### config.mk
export PLATFORM = sky130hd
export DESIGN_NAME = rf_queue_ctrl
export DESIGN_NICKNAME = d
export VERILOG_FILES = /design/src/rtl/rf_queue_ctrl.sv
export SDC_FILE = /design/constraint.sdc
export NUM_CORES = 1
export LEC_CHECK = 0
export ABC_CLOCK_PERIOD_IN_PS = 4890
export CAP_MARGIN = 30
export CORE_MARGIN = 1
export CORE_UTILIZATION = 48
export DETAILED_ROUTE_END_ITERATION = 8
export GPL_ROUTABILITY_DRIVEN = 0
export PLACE_DENSITY = 0.9
export SLEW_MARGIN = 10
export SYNTH_ARGS = -nofsm -noshare
export SYNTH_HDL_FRONTEND = slang
export SYNTH_SLANG_ARGS = --single-unit
### constraint.sdc
create_clock -name Clk -period 4.89 [get_ports Clk]
set_clock_uncertainty 0.05 [all_clocks]
set_input_delay 0.978 -clock Clk [delete_from_list [all_inputs] [get_ports Clk]]
set_output_delay 0.978 -clock Clk [all_outputs]
set_load 0.02 [all_outputs]
### src/rtl/rf_queue_ctrl.sv
// FIFO controller driving an 8x3 write/read/down-shift register file; entry 0 is always the head.
// Optional sticky misuse flag Err is built only when RF_QUEUE_ERR_EN is defined.
module rf_queue_ctrl #(
    parameter int DEPTH  = 8,
    parameter int DATA_W = 3,
    parameter int ADDR_W = 3
) (
    input  logic              Clk,
    input  logic              Rst,
    input  logic              PushValid,
    input  logic [DATA_W-1:0] PushData,
    output logic              PushReady,
    input  logic              PopReq,
    output logic              PopAck,
    input  logic              Flush,
    output logic [DATA_W-1:0] WriteData,
    output logic [ADDR_W-1:0] WriteAddr,
    output logic              WRF,
    output logic              DownShift,
    output logic [ADDR_W-1:0] ReadAddr,
    output logic [ADDR_W:0]   Count,
    output logic              Empty,
    output logic              Full,
    output logic              Busy,
    output logic              Err
);

    typedef enum logic [0:0] {IDLE = 1'b0, FLUSH = 1'b1} state_t;

    localparam logic [ADDR_W:0] ZERO_C  = {(ADDR_W+1){1'b0}};
    localparam logic [ADDR_W:0] ONE_C   = {{ADDR_W{1'b0}}, 1'b1};
    localparam logic [ADDR_W:0] DEPTH_C = (ADDR_W+1)'(DEPTH);

    state_t              state_q, state_d;
    logic [ADDR_W:0]     count_q, count_d;
    logic [DATA_W-1:0]   wdata_q, wdata_d;
    logic [ADDR_W-1:0]   waddr_q, waddr_d;
    logic                wrf_q, wrf_d;
    logic                ds_q, ds_d;
    logic                pop_ack_q, pop_ack_d;
    logic                busy_q, busy_d;
    logic                empty_q, empty_d;
    logic                full_q, full_d;
    logic                push_acc_s, pop_acc_s, flush_acc_s;

    // Flush outranks push and pop; nothing is accepted while the flush drains.
    assign PushReady   = (state_q == IDLE) && !full_q && !Flush;
    assign push_acc_s  = PushValid && PushReady;
    assign pop_acc_s   = (state_q == IDLE) && PopReq && !empty_q && !Flush;
    assign flush_acc_s = (state_q == IDLE) && Flush;

    // State and command registers
    always_ff @(posedge Clk or posedge Rst) begin
        if (Rst) begin
            state_q   <= IDLE;
            count_q   <= ZERO_C;
            wdata_q   <= {DATA_W{1'b0}};
            waddr_q   <= {ADDR_W{1'b0}};
            wrf_q     <= 1'b0;
            ds_q      <= 1'b0;
            pop_ack_q <= 1'b0;
            busy_q    <= 1'b0;
            empty_q   <= 1'b1;
            full_q    <= 1'b0;
        end else begin
            state_q   <= state_d;
            count_q   <= count_d;
            wdata_q   <= wdata_d;
            waddr_q   <= waddr_d;
            wrf_q     <= wrf_d;
            ds_q      <= ds_d;
            pop_ack_q <= pop_ack_d;
            busy_q    <= busy_d;
            empty_q   <= empty_d;
            full_q    <= full_d;
        end
    end

    // Next-state selection
    always_comb begin
        state_d = state_q;
        case (state_q)
            IDLE: begin
                if (flush_acc_s && (count_q != ZERO_C)) state_d = FLUSH;
                else                                    state_d = IDLE;
            end
            FLUSH: begin
                if (count_q == ONE_C) state_d = IDLE;
                else                  state_d = FLUSH;
            end
            default: state_d = IDLE;
        endcase
    end

    // Register-file commands and occupancy; a simultaneous push/pop writes at Count then shifts.
    always_comb begin
        count_d   = count_q;
        wdata_d   = wdata_q;
        waddr_d   = waddr_q;
        wrf_d     = 1'b0;
        ds_d      = 1'b0;
        pop_ack_d = 1'b0;
        busy_d    = 1'b0;
        case (state_q)
            IDLE: begin
                if (flush_acc_s) begin
                    busy_d = 1'b1;
                end else begin
                    if (push_acc_s) begin
                        wrf_d   = 1'b1;
                        waddr_d = count_q[ADDR_W-1:0];
                        wdata_d = PushData;
                    end else begin
                        wrf_d = 1'b0;
                    end
                    if (pop_acc_s) begin
                        ds_d      = 1'b1;
                        pop_ack_d = 1'b1;
                    end else begin
                        ds_d = 1'b0;
                    end
                    case ({push_acc_s, pop_acc_s})
                        2'b10:   count_d = count_q + ONE_C;
                        2'b01:   count_d = count_q - ONE_C;
                        default: count_d = count_q;
                    endcase
                end
            end
            FLUSH: begin
                ds_d    = 1'b1;
                count_d = count_q - ONE_C;
                busy_d  = (count_q != ONE_C);
            end
            default: begin
                count_d = ZERO_C;
            end
        endcase
        empty_d = (count_d == ZERO_C);
        full_d  = (count_d == DEPTH_C);
    end

`ifdef RF_QUEUE_ERR_EN
    logic err_q, err_d;

    // Sticky misuse flag, cleared by an accepted flush
    always_comb begin
        err_d = err_q;
        if (flush_acc_s) begin
            err_d = 1'b0;
        end else if ((state_q == IDLE) &&
                     ((PushValid && full_q) || (PopReq && empty_q && !Flush))) begin
            err_d = 1'b1;
        end else begin
            err_d = err_q;
        end
    end

    // Misuse flag register
    always_ff @(posedge Clk or posedge Rst) begin
        if (Rst) err_q <= 1'b0;
        else     err_q <= err_d;
    end

    assign Err = err_q;
`else
    assign Err = 1'b0;
`endif

    assign WriteData = wdata_q;
    assign WriteAddr = waddr_q;
    assign WRF       = wrf_q;
    assign DownShift = ds_q;
    assign PopAck    = pop_ack_q;
    assign ReadAddr  = {ADDR_W{1'b0}};
    assign Count     = count_q;
    assign Empty     = empty_q;
    assign Full      = full_q;
    assign Busy      = busy_q;

endmodule

# Yosys cells after proc, flatten, opt, wreduce, memory -nomap -nowiden
# Index checks and enable logic that the tools add are counted.
# W data, S select, Z words.
dict set report totals {
  reg_bits 17
  input_bits 8
  output_inout_bits 21
  elab_cells 48
}
dict set report op_classes {
  add_sub_neg 2
  n_eq_ne 5
  muxes 15
  bitwise 2
  n_reduce_logical 14
}
# operator count
set op_table {}
lappend op_table {{$pmux W4 S2} 2}
lappend op_table {{$mux W1} 9}
lappend op_table {{$logic_and A1 B1 Y1} 8}
lappend op_table {{$pmux W1 S2} 3}
lappend op_table {{$add A4 B1 Y4 const B} 1}
lappend op_table {{$eq A4 B1 Y1 const B} 1}
lappend op_table {{$eq A4 B4 Y1 const B} 1}
lappend op_table {{$logic_not A4 Y1} 1}
lappend op_table {{$mux W4} 1}
lappend op_table {{$ne A4 B1 Y1 const B} 1}
lappend op_table {{$reduce_bool A4 Y1} 1}
lappend op_table {{$sub A4 B1 Y4 const B} 1}
lappend op_table {{$logic_not A1 Y1} 3}
lappend op_table {{$reduce_and A3 Y1} 1}
lappend op_table {{$eq A2 B1 Y1 const B} 1}
lappend op_table {{$eq A2 B2 Y1 const B} 1}
lappend op_table {{$not A1 Y1} 2}

# Logic depth before layout (Yosys ltp)
# Gate-level depths: netlist of the first run.
dict set report depth {
  ltp_word 9
  depth_mapped 9
  mapped_depth_nobuf 8
}

# Worst setup path before layout of the first run
# No wires, ideal clock.
dict set report synth_path {
  kind {input-to-reg}
  from {input port Flush}
  to {register full_q, in the netlist Full}
  setup_ns 0.080
  arrival_time_ns 2.992
  required_ns 4.760
  slack_ns 1.768
  path_stages 9
  n_path_buf 1
  cell_sequence {nor3_1 -> and2_1 -> buf_2 -> inv_1 -> ha_1 -> o21a_1 -> o21ai_0 -> o2111ai_1 -> nor3b_2}
}
dict set report synth_between {
  elab_chain_cells 8
  word_cells_on_any_way 11
  classes_between {eq/ne: 3; mux: 3; reduce/logical: 5}
}
# item line_no
set synth_rtl {}
lappend synth_rtl {{start: declaration} 15} ;# input logic Flush,
lappend synth_rtl {{$logic_not A1 Y1} {47, 49}}
lappend synth_rtl {{$logic_and A1 B1 Y1} 47} ;# assign PushReady = (state_q == IDLE) && !full_q && !Flush;
lappend synth_rtl {{$logic_and A1 B1 Y1} 48} ;# assign push_acc_s = PushValid && PushReady;
lappend synth_rtl {{$eq A2 B1 Y1 / $eq A2 B2 Y1 (equally long branches)} 122} ;# case ({push_acc_s, pop_acc_s})
lappend synth_rtl {{$pmux W4 S2} 122}
lappend synth_rtl {{$mux W4 (*)} 106} ;# if (flush_acc_s) begin
lappend synth_rtl {{$pmux W4 S2 (*)} 104} ;# case (state_q)
lappend synth_rtl {{$eq A4 B4 Y1 (*)} 139} ;# full_d = (count_d == DEPTH_C);
lappend synth_rtl {{named net full_d} 43} ;# logic full_q, full_d;
lappend synth_rtl {{end signal: assignment} 75} ;# full_q <= full_d;
lappend synth_rtl {{end: declaration} 43}
# The timed path passes the listed nets; every way through them passes the cells marked *.
# A chain may end at the register's enable or synchronous reset.

# Final worst setup path of the first run
dict set report layout_path {
  from {input port Flush}
  to {output port PushReady}
}
dict set report layout_between {
  elab_chain_cells 2
}
# item line_no
set layout_rtl {}
lappend layout_rtl {{$logic_not A1 Y1} 47}
lappend layout_rtl {{$logic_and A1 B1 Y1} 47}
lappend layout_rtl {{end: declaration} 12} ;# output logic PushReady,
# No other way between the ends.

==> results of run 1 <==
## power groups by stage
stage | Clock (uW) | Combinational [uW] | Sequential (uW)
after global placement | 0 | 401 | 268
after global routing | 84.6 | 443 | 276
final | 76.5 | 412 | 270
after floorplan | 0 | 220 | 322
after detailed placement | 0 | 407 | 270
after CTS | 79.2 | 412 | 268
## final cells by class
| cell class | instances | share of cell area |
|---|---|---|
| Timing Repair Buffer | 24 | 0.203 |
| Multi-Input combinational cell | 58 | 0.369 |
| Tap cell | 25 | 0.0264 |
| Inverter | 6 | 0.0190 |
| Clock buffer | 4 | 0.0222 |
| Sequential cell | 17 | 0.360 |
## critical path: stages
cell,delay (ns)
clkdlybuf4s50_1,0.59
nor3_1,0.33
clkdlybuf4s50_1,0.65
## worst max path at each step
stage	startpoint	endpoint	slack [ns]
3_3_place_gp	Flush	Empty	1.35
5_1_grt	Flush	Empty	1.21
4_1_cts	Flush	PushReady	1.30
6_report	Flush	PushReady	1.31
2_1_floorplan	Flush	Full	1.77
3_5_place_dp	Flush	Empty	1.16
## sequential cells by signal, indices dropped and copies added (netlist names)
signal / flops
Busy: 1
Count: 4
DownShift: 1
Empty: 1
Full: 1
PopAck: 1
WRF: 1
WriteAddr: 3
WriteData: 3
state_q: 1
## cells by family after synthesis
| family | count (synthesis) | synth area share |
|---|---|---|
| fa+ha+maj | 5 | 0.0672 |
| simple gates | 24 | 0.151 |
| flops | 17 | 0.458 |
| xor+xnor | 2 | 0.0188 |
| compound gates | 16 | 0.128 |
| other cells | 1 | 0.00403 |
| mux | 7 | 0.0887 |
| buf+inv | 14 | 0.0847 |
## per-stage QoR
stage	cells	total power [uW]	hold WS, ns	utilization
final	134	759	0.450	0.671
after global routing	134	804	0.464	0.671
after CTS	134	759	0.455	0.671
after detailed placement	130	677	0.434	0.656
after floorplan	89	542	0.448	-
after global placement	130	668	0.419	0.656
## routing by layer
metal,vias to the layer above,track usage,part of all wire
li1,337,-,-
met1,356,0.248,0.41
met2,47,0.304,0.48
met3,5,0.0595,0.086
met4,0,0.124,0.022
met5,-,0,0
## placed cells by master, fill, tap and decap left out, types with 2 or more instances in the layout
cell type / count
and2_1: 2
nor2_1: 4
mux2_2: 4
or2_2: 2
nor3_1: 4
mux2_1: 2
a21oi_1: 2
o21ai_0: 3
o21bai_1: 2
xor2_1: 2
nand2_1: 4
nor4b_1: 2
clkdlybuf4s50_1: 24
a31oi_1: 2
conb_1: 4
dfrtp_1: 16
clkbuf_4: 3
inv_1: 6
ha_1: 5
==> out/qor.csv, run 1 <==
stage;metric;value;unit
layout;layout-drive-gt1-share;0.128;
yosys;syn_area;931;sq um
yosys;synth_area_leaders;dfrtp_1, ha_1, mux2_2, buf_4, dfstp_2;
power;p_sw_frac;0.432;
sta;setup_viol;0;
power;pwr-share-seq;0.356;
yosys;synth_most_common_cell;dfrtp_1;
cts;ctsLongestPathBuffers;2;
hold_path;whs_endpoint;WriteData[0];
sta;worst_pin_slew;0.636;ns
grt;grt-ovfl-total;0;
layout;fillerInstances;148;
worst_setup_path;arrival;2.55;ns
cts;htree_levels;1;
layout;finalNetCount;123;
yosys;async_reset_ff_frac;1.00;
worst_setup_path;r2r_cells;8;
route;drc_errors;0;
cts;numCtsBuffers;3;
hold_path;hold_depth;1;
power;power-per-cell-area;641;mW/mm^2
floorplan;dieArea;0.00212;sq mm
grt;grt_pass1_wl;2.85;mm
floorplan;row_count;15;
worst_setup_path;reg2reg_slack;2.20;ns
yosys;seq_area_frac_synth;0.458;
yosys;synth_ff_type;dfrtp_1;
yosys;ys_top_cells_by_count;dfrtp_1, inv_1, ha_1;
layout;syn_to_final_growth;27.2;%
sta;max_freq;0.279;GHz
cts;cts.sinks;17;
placed_design;port_buffers;24;
power;vdd.ir_drop.worst;0.000355;V
layout;regArea;427;sq um
worst_setup_path;endpoint_kind;primary output;
floorplan;start_util;0.528;
route;first_pass_iters;5;
sta;rsz0062_at_grt;no;
route;vias;745;
route;wl_per_cell;14.4;um
run_status;status;finished clean;
hold_path;hp-class;reg2reg;
sta;finalWorstSetupSlack;1.31;ns
worst_setup_path;path_class;in2out;
cts;path_clk_slew;0.09;ns
cts;cts_tree;done;
grt;grt_pass1_vias;640;
cts;clockRootBuffer;clkbuf_4;
layout;antenna_cells;0;
grt;grt_use_total;0.201;
sta;slew_headroom;0.575;
worst_setup_path;worstPathRequired;3.86;ns
placed_design;placed_cell_area;0.00116;sq mm
route;antenna_left;0;
route;vias_per_cell;5.56;
grt;grt_max_degree;18;
power;clkPwrFrac;0.101;
route;drt_iter0_markers;36;
hold_path;worstHoldStart;WriteData[0];
cts;insertion_delay;0.30;ns
cts;post_cts.repair.setup_buffers;0;
floorplan;die_y;46.0;um
yosys;synth-seq-cells;17;
cts;cts_hold_buf;0;
power;leakage;0.000490;uW
yosys;synth_top_area_share;0.430;
grt;antenna_found_initial;0;
yosys;syn_inst;86;
sta;period_minus_slack;3.58;ns
yosys;synth_edf_count;0;
yosys;synth_area_leader_cell;dfrtp_1;
layout;multiInputGateArea;437;sq um
sta;hold_viol_final;0;
placed_design;hpwl;1.36;mm
worst_setup_path;crit_path_max_fanout;11;
floorplan;io_pins;29;
sta;tns;0;ns
layout;final_area;0.00118;sq mm
sta;slew_violations;0;
route;drt_wl_total;1.93;mm
yosys;syn_avg_cell_area;10.8;sq um
cts;ctsResizeCount;0;
floorplan;die_w;46.0;um
power;switching_power;327;uW
floorplan;core;0.00176;sq mm
power;power_frac_comb;0.544;
power;p_int;431;uW
placed_design;preCtsSetupSlack;1.16;ns
sta;period_share;0.732;
job;cap_violations;0;
worst_setup_path;r2r_end;Empty;
worst_setup_path;start_kind;input port;
yosys;synth.distinct_cells;35;
worst_setup_path;timing.rr.start;state_q;
yosys;yosys_warnings;0;
(Power assumes the default switching activity.)
==> run 2: changes to the inputs <==
ABC_CLOCK_PERIOD_IN_PS = 3100   (was 4890)
CORE_UTILIZATION = 41   (was 48)
PLACE_DENSITY = 0.83   (was 0.9)
clock period = 3.1 ns   (was 4.89 ns; I/O delays follow)
==> run 2 against run 1 <==
Effect of this change:
- final cell count up 3.0%
- setup slack lost 0.88 ns
- cell area increased by 1.5%
- core utilization shrank 8.3 points
- power grew 58%
- die area rose by 16%
- critical path depth increased by 6
- count of clock-buffer cells in the layout unchanged
- critical endpoint is now Empty
- register-to-register slack worse by 1.6 ns
- combinational power grew 59%
- flip-flop and latch count unchanged
- first-iteration DRC count down 8.3%
==> out/qor.csv, run 2 (same netlist as run 1, synthesis figures left out) <==
stage;metric;value;unit
worst_setup_path;worstPathRequired;3.25;ns
power;vdd.ir_drop.worst;0.000567;V
layout;antenna_cells;0;
sta;worst_pin_slew;0.602;ns
grt;grt-ovfl-total;0;
layout;syn_to_final_growth;29.0;%
grt;antenna_found_initial;0;
layout;layout.cells.most_common;clkdlybuf4s50_1;
grt;grt_pass1_wl;3.27;mm
cts;insertion_delay;0.29;ns
floorplan;row_count;16;
sta;max_freq;0.375;GHz
route;drt_iter0_markers;33;
sta;period_share;0.860;
run_status;status;finished clean;
sta;hold_viol_final;0;
placed_design;port_buffers;24;
floorplan;core;0.00204;sq mm
layout;final_util;0.588;
worst_setup_path;crit_path_max_fanout;6;
power;leakage;0.000501;uW
cts;post_cts.repair.setup_buffers;0;
floorplan;die_w;49.7;um
layout;finalNetCount;125;
power;p_sw_frac;0.429;
worst_setup_path;start_kind;input port;
route;wl_per_cell;13.6;um
layout;multiInputGateArea;437;sq um
power;switching_power;514;uW
grt;grt_max_degree;18;
floorplan;io_pins;29;
cts;htree_levels;1;
floorplan;die_y;49.7;um
power;power_frac_comb;0.547;
route;drc_errors;0;
sta;setup_viol;0;
route;drt_wl_total;1.87;mm
floorplan;dieArea;0.00247;sq mm
layout;layout-drive-gt1-share;0.144;
route;vias;734;
sta;slew_headroom;0.598;
grt;grt_use_total;0.174;
route;vias_per_cell;5.32;
power;clkPwrFrac;0.096;
sta;slew_violations;0;
cts;ctsLongestPathBuffers;2;
power;pwr-share-seq;0.357;
power;p_int;683;uW
cts;numCtsBuffers;3;
sta;period_minus_slack;2.67;ns
worst_setup_path;path_class;in2reg;
layout;mostFrequentLayoutCells;clkdlybuf4s50_1, dfrtp_1, inv_1;
sta;rsz0062_at_grt;no;
worst_setup_path;endpoint_kind;flop;
sta;tns;0;ns
cts;cts_tree;done;
power;power;1200;uW
hold_path;hp-class;reg2reg;
cts;cts.sinks;17;
cts;clockRootBuffer;clkbuf_4;
layout;largest_reg_flops;4;
cts;path_clk_slew;0.09;ns
route;first_pass_iters;4;
power;power-per-cell-area;996;mW/mm^2
placed_design;hpwl;1.38;mm
sta;hold_slack;0.445;ns
worst_setup_path;arrival;2.82;ns
job;cap_violations;0;
cts;cts_hold_buf;0;
route;antenna_left;0;
layout;fillerInstances;178;
floorplan;start_util;0.456;
cts;ctsResizeCount;0;
layout;regArea;427;sq um
grt;grt_pass1_vias;724;
[run 2: cell types whose count changed in the layout (fill, tap and decap cells not counted)]
cell   previous run  this run
buf_4             0         2
[run 2: power groups by stage]
stage          clock network (uW)  logic (uW)  registers, uW
6_report                      115         654            427
5_1_grt                       130         703            444
4_1_cts                       120         651            427
3_5_place_dp                    0         645            432
3_3_place_gp                    0         633            422
2_1_floorplan                   0         347            507
[run 2: cell type report]
cell class	count	area share
well taps	27	0.0281
flip-flops and latches	17	0.355
inverters	6	0.0188
clock buffers	4	0.0219
multi-input cells	58	0.364
repair buffers	26	0.213
[run 2: final timing paths]
path	startpoint	to	slack [ns]	cells past startpoint
max reg2reg	state_q	Empty	0.62	8
max	Flush	Empty	0.43	9
min reg2reg	WriteData[0]	WriteData[0]	0.44	1
min in group asynchronous	Rst	WriteData[2]	0.65	2
max in group asynchronous	Rst	Count[3]	1.97	2
min	WriteData[0]	WriteData[0]	0.44	1
[run 2: per-layer routing]
metal	global-route usage	wire length (um)	part of all wire
met1	0.219	831	0.44
met2	0.293	898	0.48
met5	0	0	0
met3	0.0494	144	0.077
met4	0.0429	0	0
[run 2: through the flow]
stage          setup slack [ns]  cell area [sq um]  std cells
2_1_floorplan             0.336                942         89
3_3_place_gp              0.274               1170        134
3_5_place_dp              0.189               1170        134
4_1_cts                   0.445               1200        138
5_1_grt                   0.194               1200        138
6_report                  0.433               1200        138
[run 2: worst max-delay path, cell delays in order]
cell and delay [ns]:
clkdlybuf4s50_1 0.45, nor3_1 0.26, and2_1 0.19, inv_1 0.05, ha_1 0.35, o21a_1 0.20
o21ai_0 0.26, o2111ai_1 0.23, nor3_1 0.22
==> RTL change, RTL diff (config.mk and constraints of run 2) <==
Register the output `Count` once more, with the module's reset; this adds one clock of latency there. The other outputs are not delayed to match.
--- a/src/rtl/rf_queue_ctrl.sv
+++ b/src/rtl/rf_queue_ctrl.sv
@@ -173,5 +173,11 @@
     assign PopAck    = pop_ack_q;
     assign ReadAddr  = {ADDR_W{1'b0}};
-    assign Count     = count_q;
+    always_ff @(posedge Clk or posedge Rst) begin
+        if (Rst) begin
+            Count <= '0;
+        end else begin
+            Count <= count_q;
+        end
+    end
     assign Empty     = empty_q;
     assign Full      = full_q;
Formal check against the unedited RTL: not equivalent (Yosys sat finds a counterexample within 4 cycles, from zero or initial values and one cycle with Rst high).
==> RTL change against run 2 <==
- sequential cell count increased by 4
- final cell count increased by 3.6%
- largest cell class is now registers
- total power increased by 8.1%
- wire length increased by 6.6%
- area after synthesis increased by 11%
- cell area increased by 8.5%
- synthesized cell count increased by 4.7%
- maximum frequency increased by 0.97%
- sequential share of layout area increased by 4.9 points
- setup slack improved by 0.026 ns
- via count increased by 2.0%
==> RTL change: results (changes against run 2) <==
INFO  status         run_status=completed
INFO  yosys          synth_flop_cell=sky130_fd_sc_hd__dfrtp_1
INFO  clocking       worst_skew_pair.late_latency=0.30ns
INFO  final_layout   reg.largest.list=Count: 4 flops, count_q: 4 flops
INFO  global_routing gr-usage-all-layers=17.1% [-0.32 points]
INFO  final_layout   layout-drive-gt1-share=14.8% [+0.37 points]
INFO  worst_setup_path rr_worst_depth=7 [-1]
INFO  min_path       hp-class=reg2reg
INFO  global_routing grt_max_degree=22 [+4]
INFO  clocking       h-tree-depth=1 [unchanged]
INFO  final_layout   final_area=1300um^2 [+8.5%]
INFO  clocking       cts_inserted_buffers=3 [unchanged]
INFO  final_layout   finalNetCount=129 [+3.2%]
INFO  global_routing initial_antenna_violation_count=0 [unchanged]
INFO  placement      preCtsSetupSlack=0.209ns [+0.0199 ns]
INFO  yosys          synthesis.yosys.warnings=0 [unchanged]
INFO  worst_setup_path critical-path-max-stage-delay=0.65ns [+0.20 ns]
INFO  worst_setup_path cp_max_fo=3 [-3]
INFO  power          ir_drop=0.490mV [-14%]
INFO  final_layout   n_fill_cell=205 [+15%]
INFO  routing        vias_per_inst=5.24 [-1.5%]
INFO  yosys          async_set_or_reset_flop_fraction_in_the_synthesized_netlist=100% [unchanged]
INFO  clocking       cts_root_buffer=sky130_fd_sc_hd__clkbuf_4
INFO  global_routing global_route_wire_length_before_repair=3300um [+0.86%]
INFO  worst_setup_path r2r_setup_slack=0.65ns [+0.03 ns]
INFO  worst_setup_path critical_path.slowest_cell=sky130_fd_sc_hd__clkdlybuf4s50_1
INFO  placement      cell_area_after_placement=1280um^2 [+8.6%]
INFO  routing        drt_iter0_drc=18 [-45%]
INFO  global_routing grt_pass1_vias=717 [-0.97%]
INFO  min_path       worstHoldPathCells=1 [unchanged]
INFO  yosys          synth.avg_cell_area=11.5um^2 [+5.8%]
INFO  min_path       worstHoldEndpoint=WriteData[2]
INFO  placement      dp_hpwl=1410um [+2.0%]
INFO  clocking       cts-resized-gates=0 [unchanged]
INFO  power          leakagePower=0.550nW [+9.8%]
INFO  sta            fin_worst_hold_slack=0.467ns [+0.0223 ns]
INFO  yosys          yosys-top-cells-count=sky130_fd_sc_hd__dfrtp_1, sky130_fd_sc_hd__inv_1, sky130_fd_sc_hd__ha_1
INFO  yosys          synth.area.top_cells=sky130_fd_sc_hd__dfrtp_1, sky130_fd_sc_hd__ha_1, sky130_fd_sc_hd__mux2_2
INFO  clocking       clk_pin_slew_worst_paths=0.11ns [+0.02 ns]
INFO  yosys          ys_seq_area_share=51.1% [+5.3 points]
INFO  worst_setup_path r2r_start=state_q
INFO  worst_setup_path worst_ep_arrival_time=1.97ns [-0.85 ns]
INFO  placement      post-place-cells=139 [+3.7%]
INFO  routing        drt_pre_antenna_iters=4 [unchanged]
INFO  routing        vias=749 [+2.0%]
INFO  min_path       hp-start=WriteData[2]
INFO  job            drv_cap=0 [unchanged]
INFO  sta            slew_headroom=49.4% [-10 points]
INFO  routing        routed_wirelength=2000um [+6.6%]
INFO  final_layout   antenna-diode-count=0 [unchanged]
[RTL change: worst max-delay path by stage]
stage / endpoint / depth (start not counted) / slack, ns / startpoint
final: PushReady / 3 / 0.46 / Flush
after global routing: Empty / 9 / 0.30 / Flush
after CTS: PushReady / 3 / 0.45 / Flush
after detailed placement: Empty / 9 / 0.21 / Flush
after global placement: Empty / 9 / 0.31 / Flush
after floorplan: Full / 9 / 0.34 / Flush
[RTL change: power by group]
| part | internal (mW) | switching [mW] | total (mW) |
|---|---|---|---|
| logic | 0.320 | 0.332 | 0.652 |
| registers | 0.392 | 0.119 | 0.511 |
| clock network | 0.0482 | 0.0818 | 0.130 |
| total | 0.759 | 0.534 | 1.29 |
[RTL change: cell families after synthesis]
kind of cell	Yosys count	share of synthesized area [%]
flops	21	51.1
mux	7	8.01
simple gates	24	13.6
fa+ha+maj	5	6.07
other cells	1	0.364
compound gates	16	11.5
buf+inv	14	7.65
xor+xnor	2	1.70
[RTL change: layer usage]
metal	share of wire, %	track usage [%]
met5	0	0
met4	2.0	7.89
met3	4.5	2.63
met2	50	28.6
met1	43	21.5
[RTL change: area by class of cell]
cell class | instances | share of cell area, %
tap | 28 | 2.69
timing repair buffer | 26 | 19.6
inverter | 6 | 1.73
clock buffer | 3 | 1.73
clock inverter | 1 | 0.384
sequential | 21 | 40.4
multi-input combinational | 58 | 33.5
[RTL change: critical path: cells and delay by family]
family | cells | cell delay (ns)
AND/OR/NAND/NOR | 1 | 0.25
buffers and inverters | 2 | 1.10
